File: config.mk
export PLATFORM = sky130hd
export DESIGN_NAME = dom_rand_gen
export DESIGN_NICKNAME = d
export VERILOG_FILES = /design/src/rtl/dom_rand_gen.sv
export SDC_FILE = /design/constraint.sdc
export NUM_CORES = 1
export LEC_CHECK = 0
export ABC_CLOCK_PERIOD_IN_PS = 3530
export BUFFER_PORTS_ARGS = -buffer_cell sky130_fd_sc_hd__buf_2
export CAP_MARGIN = 20
export CORE_MARGIN = 4
export CORE_UTILIZATION = 53
export CTS_BUF_LIST = sky130_fd_sc_hd__clkbuf_16
export CTS_CLUSTER_SIZE = 30
export DETAILED_ROUTE_END_ITERATION = 10
export PLACE_DENSITY_LB_ADDON = 0.2
export SLEW_MARGIN = 5
export SYNTH_ARGS = -nofsm -noshare
export SYNTH_HDL_FRONTEND = slang
export SYNTH_SLANG_ARGS = --single-unit
File: constraint.sdc
create_clock -name ClkxCI -period 3.53 [get_ports ClkxCI]
set_input_delay 0 -clock ClkxCI [delete_from_list [all_inputs] [get_ports ClkxCI]]
set_output_delay 0 -clock ClkxCI [all_outputs]
set_load 0.01 [all_outputs]
File: src/rtl/dom_rand_gen.sv
// dom_rand_gen: fresh-randomness source for a DOM-masked shared_mul_gf4.
//
// A 64-bit Fibonacci LFSR (x^64+x^63+x^61+x^60+1) is advanced RW steps per
// cycle. After each seed load the generator discards WARMUP advances, then
// hands out one RW-bit word per cycle that the consumer asserts EnxSI.
//
// Ports:
//   ClkxCI        in   1   clock, rising edge
//   RstxBI        in   1   asynchronous active-low reset
//   SeedxDI       in   64  LFSR seed (all-zero is mapped to 64'h1)
//   SeedValidxSI  in   1   load SeedxDI on this edge (highest priority)
//   EnxSI         in   1   request a fresh word this cycle
//   _ZxDO         out  RW  registered randomness for the consumer's _ZxDI
//   ZValidxSO     out  1   _ZxDO was refreshed on the last edge
//   BusyxSO       out  1   unseeded or warming up; _ZxDO not usable
module dom_rand_gen #(
  parameter int unsigned SHARES = 2,
  parameter int unsigned WARMUP = 8,
  localparam int unsigned RW = 2 * SHARES * (SHARES - 1)
) (
  input  logic          ClkxCI,
  input  logic          RstxBI,
  input  logic [63:0]   SeedxDI,
  input  logic          SeedValidxSI,
  input  logic          EnxSI,
  output logic [RW-1:0] _ZxDO,
  output logic          ZValidxSO,
  output logic          BusyxSO
);

  typedef enum logic [1:0] {StIdle, StWarm, StRun} state_e;

  // Counter value at which the last warm-up advance happens. Unused when
  // WARMUP is 0 because a seed load then goes straight to StRun.
  localparam logic [7:0] WarmLast = 8'(WARMUP - 1);

  state_e        r_state, w_state_d;
  logic [63:0]   r_s, w_s_d, w_s_adv;
  logic [7:0]    r_cnt, w_cnt_d;
  logic [RW-1:0] r_z, w_z_d;
  logic          r_zv, w_zv_d;

  // RW single-bit Fibonacci steps, unrolled into one combinational advance.
  function automatic logic [63:0] f_advance(input logic [63:0] s);
    logic [63:0] v;
    v = s;
    for (int k = 0; k < int'(RW); k++) begin
      v = {v[62:0], v[63] ^ v[62] ^ v[60] ^ v[59]};
    end
    return v;
  endfunction

  assign w_s_adv = f_advance(r_s);

  always_comb begin
    w_state_d = r_state;
    w_s_d     = r_s;
    w_cnt_d   = r_cnt;
    w_z_d     = r_z;
    w_zv_d    = 1'b0;
    if (SeedValidxSI) begin
      // A zero state would lock the LFSR, so map it to 1.
      w_s_d     = (SeedxDI == 64'h0) ? 64'h1 : SeedxDI;
      w_cnt_d   = 8'h0;
      w_z_d     = '0;
      w_state_d = (WARMUP == 0) ? StRun : StWarm;
    end else begin
      unique case (r_state)
        StIdle: begin
        end
        StWarm: begin
          w_s_d = w_s_adv;
          if (r_cnt != 8'hff) begin
            w_cnt_d = r_cnt + 8'h1;
          end
          if (r_cnt == WarmLast) begin
            w_state_d = StRun;
          end
        end
        StRun: begin
          if (EnxSI) begin
            w_s_d  = w_s_adv;
            w_z_d  = w_s_adv[RW-1:0];
            w_zv_d = 1'b1;
          end
        end
        default: w_state_d = StIdle;
      endcase
    end
  end

  always_ff @(posedge ClkxCI or negedge RstxBI) begin
    if (!RstxBI) begin
      r_state <= StIdle;
      r_s     <= 64'h1;
      r_cnt   <= 8'h0;
      r_z     <= '0;
      r_zv    <= 1'b0;
    end else begin
      r_state <= w_state_d;
      r_s     <= w_s_d;
      r_cnt   <= w_cnt_d;
      r_z     <= w_z_d;
      r_zv    <= w_zv_d;
    end
  end

  assign _ZxDO     = r_z;
  assign ZValidxSO = r_zv;
  assign BusyxSO   = (r_state != StRun);

endmodule

==> results.toml, run 1 <==
[layout]
final_common_cell = "dfrtp_1"
diodes = 0
num-fill-cells = 534
fin_cells = 576
area_growth_pct = 28.0
layout_common_cells = "dfrtp_1, buf_2, mux2i_1, nand2_1, o21ai_0"
post-route-util = 0.715
drive_above_1_share = 0.196
fin_nets = 544

[synthesis]
ys_seq_elements = 79
syn_area_per_cell_sq_um = 10.2
yosys-top-cells-area = "dfrtp_1, mux2i_1, o21ai_0, nand2_1, nor4_1"
ys_seq_area_frac = 0.510
syn_inst = 382
syn-cell-area_sq_um = 3880
syn-num-nets = 451
synth-edff-count = 0
yosysTopAreaCell = "dfrtp_1"
yosysTopAreaCellShare = 0.503
synth_warnings = 0
synthArstFlopShare = 1.00
yosysUniqueCellTypes = 40
synth_ff_type = "dfrtp_1"

[routing]
wl_per_cell_microns = 15.8
drt_wl_total_microns = 9120
via_per_inst = 5.36
first_pass_iters = 4
route.antenna.remaining_nets = 0
drt-initial-drc-count = 128
vias = 3086
drc = 0

[global_routing]
antenna_found_initial = 0
grt_overflow = 0
grt_max_degree = 127
grt.total_usage = 0.220
grt_pass1_vias = 3135
grt_pass1_wl_microns = 14900

[power_and_ir_drop]
powerDensity_nw_per_um2 = 506
irDropWorstVdd_v = 0.000252
power.leakage_nw = 2.20

[placed_design]
io_buffers = 73
gp_congestion = 0.877
dpl.hpwl_microns = 5960
place_inst = 528

[timing]
rsz0062_at_grt = "false"
hold_viol = 0
tns_ps = 0
worstMarginPinSlew_ps = 713
fin_hold_ws_ps = 0.404
setup_viol = 0
slew_headroom = 0.525
skew_ps = 7.90
clock.fmax_mhz = 542
post-route-period-util = 0.522
post-route-min-period_ps = 1840
finalMaxSlewViolations = 0

[critical_path]
crit_path_end_kind = "flip-flop"
start_kind = "flip-flop"
worst-path-buf-inv = 0
slowest_stage = "or4_1"
critPathRequiredTime_ps = 3780
cpPeakStageDelay_ps = 470
crit_fanout = 7
cp_top_family = "simple AND/OR/NAND/NOR gates"
criticalPathCategory = "flip-flop to flip-flop"
crit_chain = "nor2b_1, nand4_1, or4_1, a21oi_1"
arrival_ps = 2100

[floorplan]
rows = 30
die_area_sq_um = 8750
start_util = 0.559
core_sq_um = 6940
ioPinCount = 74
die_w_microns = 93.5
dieHeight_microns = 93.5

[clocking]
cts_made_buffers = 9
clock_sinks = 79
clock_latency_ps = 330
htree_levels = 3
cts_tree = "done"
post_cts_buffers = 0
post_cts_resized = 0
clkSlewWorstSetupHoldPaths_ps = 60
root_buffer = "clkbuf_16"
ctsHoldBuffers = 31
cts_max_path_buffers = 2

[outcome]
status = "complete, no violations"

[run]
maxCapViolations = 0

[worst_hold_path]
hold_path.class = "primary input to flip-flop"
==> registers in the layout, indices dropped and copies added (netlist names) <==
name	count
r_s	64
r_cnt	8
ZValidxSO	1
r_state	2
_ZxDO	4
==> cell usage after synthesis (2+ instances only) <==
cell type / count
mux2i_1: 68
nor2_1: 8
nand2b_1: 2
dfrtp_1: 78
a21oi_1: 5
nor4_1: 20
buf_4: 4
buf_2: 10
or3_1: 2
xor2_1: 3
clkbuf_1: 8
nand2_1: 68
nand4_1: 6
o21ai_0: 58
nor3_1: 3
xnor2_1: 7
o21ai_1: 7
o31ai_1: 2
or4_1: 2
==> worst paths after layout <==
check / from / slack, ps / depth (start not counted) / to
min reg2reg: r_s[42]$_DFFE_PN0P_ / 480 / 2 / r_s[42]$_DFFE_PN0P_
max reg2reg: r_state[1]$_DFFE_PN0P_ / 1690 / 4 / r_cnt[5]$_DFFE_PN0P_
min: SeedxDI[26] / 0.4 / 3 / r_s[26]$_DFFE_PN0P_
max: r_state[1]$_DFFE_PN0P_ / 1690 / 4 / r_cnt[5]$_DFFE_PN0P_
min in group asynchronous: RstxBI / 30 / 2 / _ZxDO[3]$_DFFE_PN0P_
max in group asynchronous: RstxBI / 2890 / 3 / r_s[0]$_DFFE_PN1P_
==> worst min-delay path, cell delays in order <==
cell	delay (ps)
buf_2	90
mux2i_1	60
o21ai_0	150
==> cells by family (layout without fill, tap and decap cells) <==
family                   count (synthesis)  after routing  synth area share
AO/OA/AOI/OAI                           78             78             0.107
XOR/XNOR                                10             10            0.0226
adder cells (fa/ha/maj)                  1              1           0.00323
buffers and inverters                   27            125            0.0355
flip-flops                              79             79             0.510
multiplexers                            68             68             0.175
AND/OR/NAND/NOR                        119            119             0.146
==> metrics by stage <==
| stage | total power, mW | setup slack, ps | instance area, sq um |
|---|---|---|---|
| after floorplan | 1.26 | 1990 | 3880 |
| after global placement | 1.37 | 1810 | 4270 |
| after detailed placement | 1.38 | 1690 | 4270 |
| after CTS | 2.53 | 1670 | 4940 |
| after global routing | 2.61 | 1580 | 4970 |
| final | 2.51 | 1690 | 4970 |
==> layer usage <==
layer	wire length (microns)	GRT usage	up-vias	part of all wire
li1	-	-	1545	-
met1	4240	0.300	1458	0.46
met2	4370	0.349	70	0.48
met3	364	0.0362	13	0.040
met4	146	0.0890	0	0.016
met5	0	0	-	0
==> cell type report <==
type                    count  area, sq um  share of cell area
flip-flops and latches     79         1980               0.398
multi-input cells         276         1760               0.355
repair buffers            107          736               0.148
clock buffers               9          225              0.0454
clock inverters             7          136              0.0275
well taps                  96          120              0.0242
inverters                   2         7.51             0.00151
==> power breakdown <==
group	internal, mW	leakage [nW]	switching (mW)	total (mW)
Clock	0.758	0.177	0.359	1.12
Sequential	1.02	0.948	0.0648	1.08
Combinational	0.155	1.08	0.158	0.314
Total	1.93	2.20	0.582	2.51
Power figures use the tool's default switching activity.
==> inputs of run 2 (changes only) <==
- ABC_AREA: not set -> 1
- ABC_CLOCK_PERIOD_IN_PS: 3530 -> 1900
- clock period: 3.53 -> 1.9 ns (I/O delays scaled with it)
==> run 2 against run 1 <==
Effect of this change:
- hold slack better by 38 ps
- synthesized cell count is 38% higher
- worst setup slack worse by 1500 ps
- flip-flop and latch count stayed put
- wire length is 15% higher
- count of clock-buffer cells in the layout stayed put
- die area is 3.2% higher
==> results.toml, run 2 <==
[outcome]
status = "complete, no violations"

[critical_path]
worst-path-buf-inv = 2
cp_top_family = "simple AND/OR/NAND/NOR gates"
crit_fanout = 13
endpoint = "r_cnt[0]$_DFFE_PN0P_"
start_kind = "flip-flop"
cpMostUsedCell = "nand2_2"
cp.depth = 10
r2r_end = "r_cnt[0]$_DFFE_PN0P_"
reg2reg_from = "r_cnt[0]$_DFFE_PN0P_"
regToRegSetupSlack_ps = 220
crit_path_start = "r_cnt[0]$_DFFE_PN0P_"
arrival_ps = 1890
crit_chain = "ha_1, nand2_2, inv_2, nand4_1, nor2_1, nand3_1, nand2_2, inv_1, nand2_1, o21ai_0"
criticalPathCategory = "flip-flop to flip-flop"
crit_path_end_kind = "flip-flop"
critPathRequiredTime_ps = 2110
reg2reg_depth = 10
slowest_stage = "dfrtp_1"
cpPeakStageDelay_ps = 400

[layout]
largest_reg_flops = 64
num-fill-cells = 571
post-route-util = 0.740
area_growth_pct = 34.3
layout_common_cells = "nor2_1, dfrtp_1, o21ai_0, buf_2, dlygate4sd3_1"
fin_cells = 754
regMostFlops = "r_s"
final_common_cell = "nor2_1"
fin_area_sq_um = 5400
drive_above_1_share = 0.153
diodes = 0
fin_nets = 720

[placed_design]
gp_congestion = 0.846
pre_cts_slack_ps = 242
dpl.hpwl_microns = 6210
io_buffers = 73
placed_area_sq_um = 4440
place_inst = 674

[synthesis]
syn-num-nets = 595
syn_area_per_cell_sq_um = 7.64
ys_seq_area_frac = 0.493
yosysTopAreaCell = "dfrtp_1"
ys_seq_elements = 79
yosysTopAreaCellShare = 0.486
yosysMostFrequentCell = "nor2_1"
syn_inst = 526
synth_ff_type = "dfrtp_1"
synthArstFlopShare = 1.00
synth_warnings = 0
syn-cell-area_sq_um = 4020
synth_common_cells = "nor2_1, dfrtp_1, o21ai_0"
yosysUniqueCellTypes = 22
synth-edff-count = 0
yosys-top-cells-area = "dfrtp_1, nor2_1, o21ai_0, nand2_1, o22ai_1"

[routing]
vias = 3999
route.antenna.remaining_nets = 0
drc = 0
first_pass_iters = 5
via_per_inst = 5.30
wl_per_cell_microns = 13.9
drt_wl_total_microns = 10500
drt-initial-drc-count = 257

[timing]
slew_headroom = 0.622
rsz0062_at_grt = "false"
post-route-period-util = 0.883
hold_viol = 0
post-route-min-period_ps = 1680
skew_ps = 6.45
clock.fmax_mhz = 596
setup_viol = 0
tns_ps = 0
setup_slack_ps = 223
worstMarginPinSlew_ps = 567
finalMaxSlewViolations = 0

[floorplan]
die_w_microns = 95.1
rows = 31
ioPinCount = 74
dieHeight_microns = 95.1
start_util = 0.551
core_sq_um = 7290
die_area_sq_um = 9030

[clocking]
cts_max_path_buffers = 2
cts_made_buffers = 9
clock_sinks = 79
clock_latency_ps = 330
cts_tree = "done"
clkSlewWorstSetupHoldPaths_ps = 60
htree_levels = 3
root_buffer = "clkbuf_16"

[global_routing]
antenna_found_initial = 0
grt_pass1_wl_microns = 17600
grt_overflow = 0
grt.total_usage = 0.248
grt_max_degree = 95
grt_pass1_vias = 3932

[power_and_ir_drop]
power.leakage_nw = 2.62
powerDensity_nw_per_um2 = 803
irDropWorstVdd_v = 0.000507

[run]
maxCapViolations = 0

[worst_hold_path]
hold_path.class = "primary input to flip-flop"
==> run 2: power by group <==
group / switching, mW / internal, mW / leakage (nW)
clock: 0.641 / 1.13 / 0.154
combinational: 0.346 / 0.291 / 1.52
sequential: 0.0815 / 1.85 / 0.948
total: 1.07 / 3.27 / 2.62
==> run 2: layout make-up <==
class	count	area (sq um)	share of cell area
Clock buffer	9	225	0.0417
Clock inverter	6	77.6	0.0144
Timing Repair Buffer	144	1110	0.206
Tap cell	99	124	0.0230
Multi-Input combinational cell	371	1700	0.316
Inverter	46	173	0.0320
Sequential cell	79	1980	0.367
==> run 2: cell families after synthesis <==
kind of cell               after synthesis  synth area share
adders and majority gates                1           0.00311
xor gates and xnor gates                 4           0.00872
DFF                                     79             0.493
buffers and inverters                   76            0.0844
AOI/OAI and AO/OA                      143             0.195
and+or+nand+nor                        223             0.216
==> run 2: metal layers <==
metal	vias up	part of all wire	global-route usage
li1	1980	-	-
met1	1864	0.42	0.318
met2	120	0.49	0.399
met3	35	0.052	0.0529
met4	0	0.034	0.120
met5	-	0	0
==> run 2: repair_timing <==
item,CTS,global route
setup buffers,0,0
hold endpoints to repair,104,0
hold buffers,65,0
gates resized for setup,0,0
==> run 2: worst min path at each step <==
stage	start	to	slack, ps	cells after the start
5_1_grt	SeedValidxSI	r_state[1]$_DFFE_PN0P_	60	2
3_3_place_gp	RstxBI	r_cnt[3]$_DFFE_PN0P_	30	1
3_5_place_dp	RstxBI	r_cnt[4]$_DFFE_PN0P_	30	1
4_1_cts	SeedValidxSI	r_state[1]$_DFFE_PN0P_	30	2
2_1_floorplan	RstxBI	ZValidxSO$_DFF_PN0_	-300	0
6_report	EnxSI	ZValidxSO$_DFF_PN0_	40	3
==> run 2: per-stage QoR <==
stage | hold slack [ps] | total power [mW]
finish | 38.0 | 4.33
global route | 55.5 | 4.53
CTS | 34.1 | 4.34
detailed placement | 29.9 | 2.47
global placement | 32.3 | 2.45
floorplan | -296 | 2.25
==> run 2: worst register-to-register path: cells and delay by family, from the launching register on <==
family                     cells  cell delay [ps]
and+or+nand+nor                6              670
buffers and inverters          2              200
AOI/OAI and AO/OA              1               70
adders and majority gates      1              210
DFF                            1              400
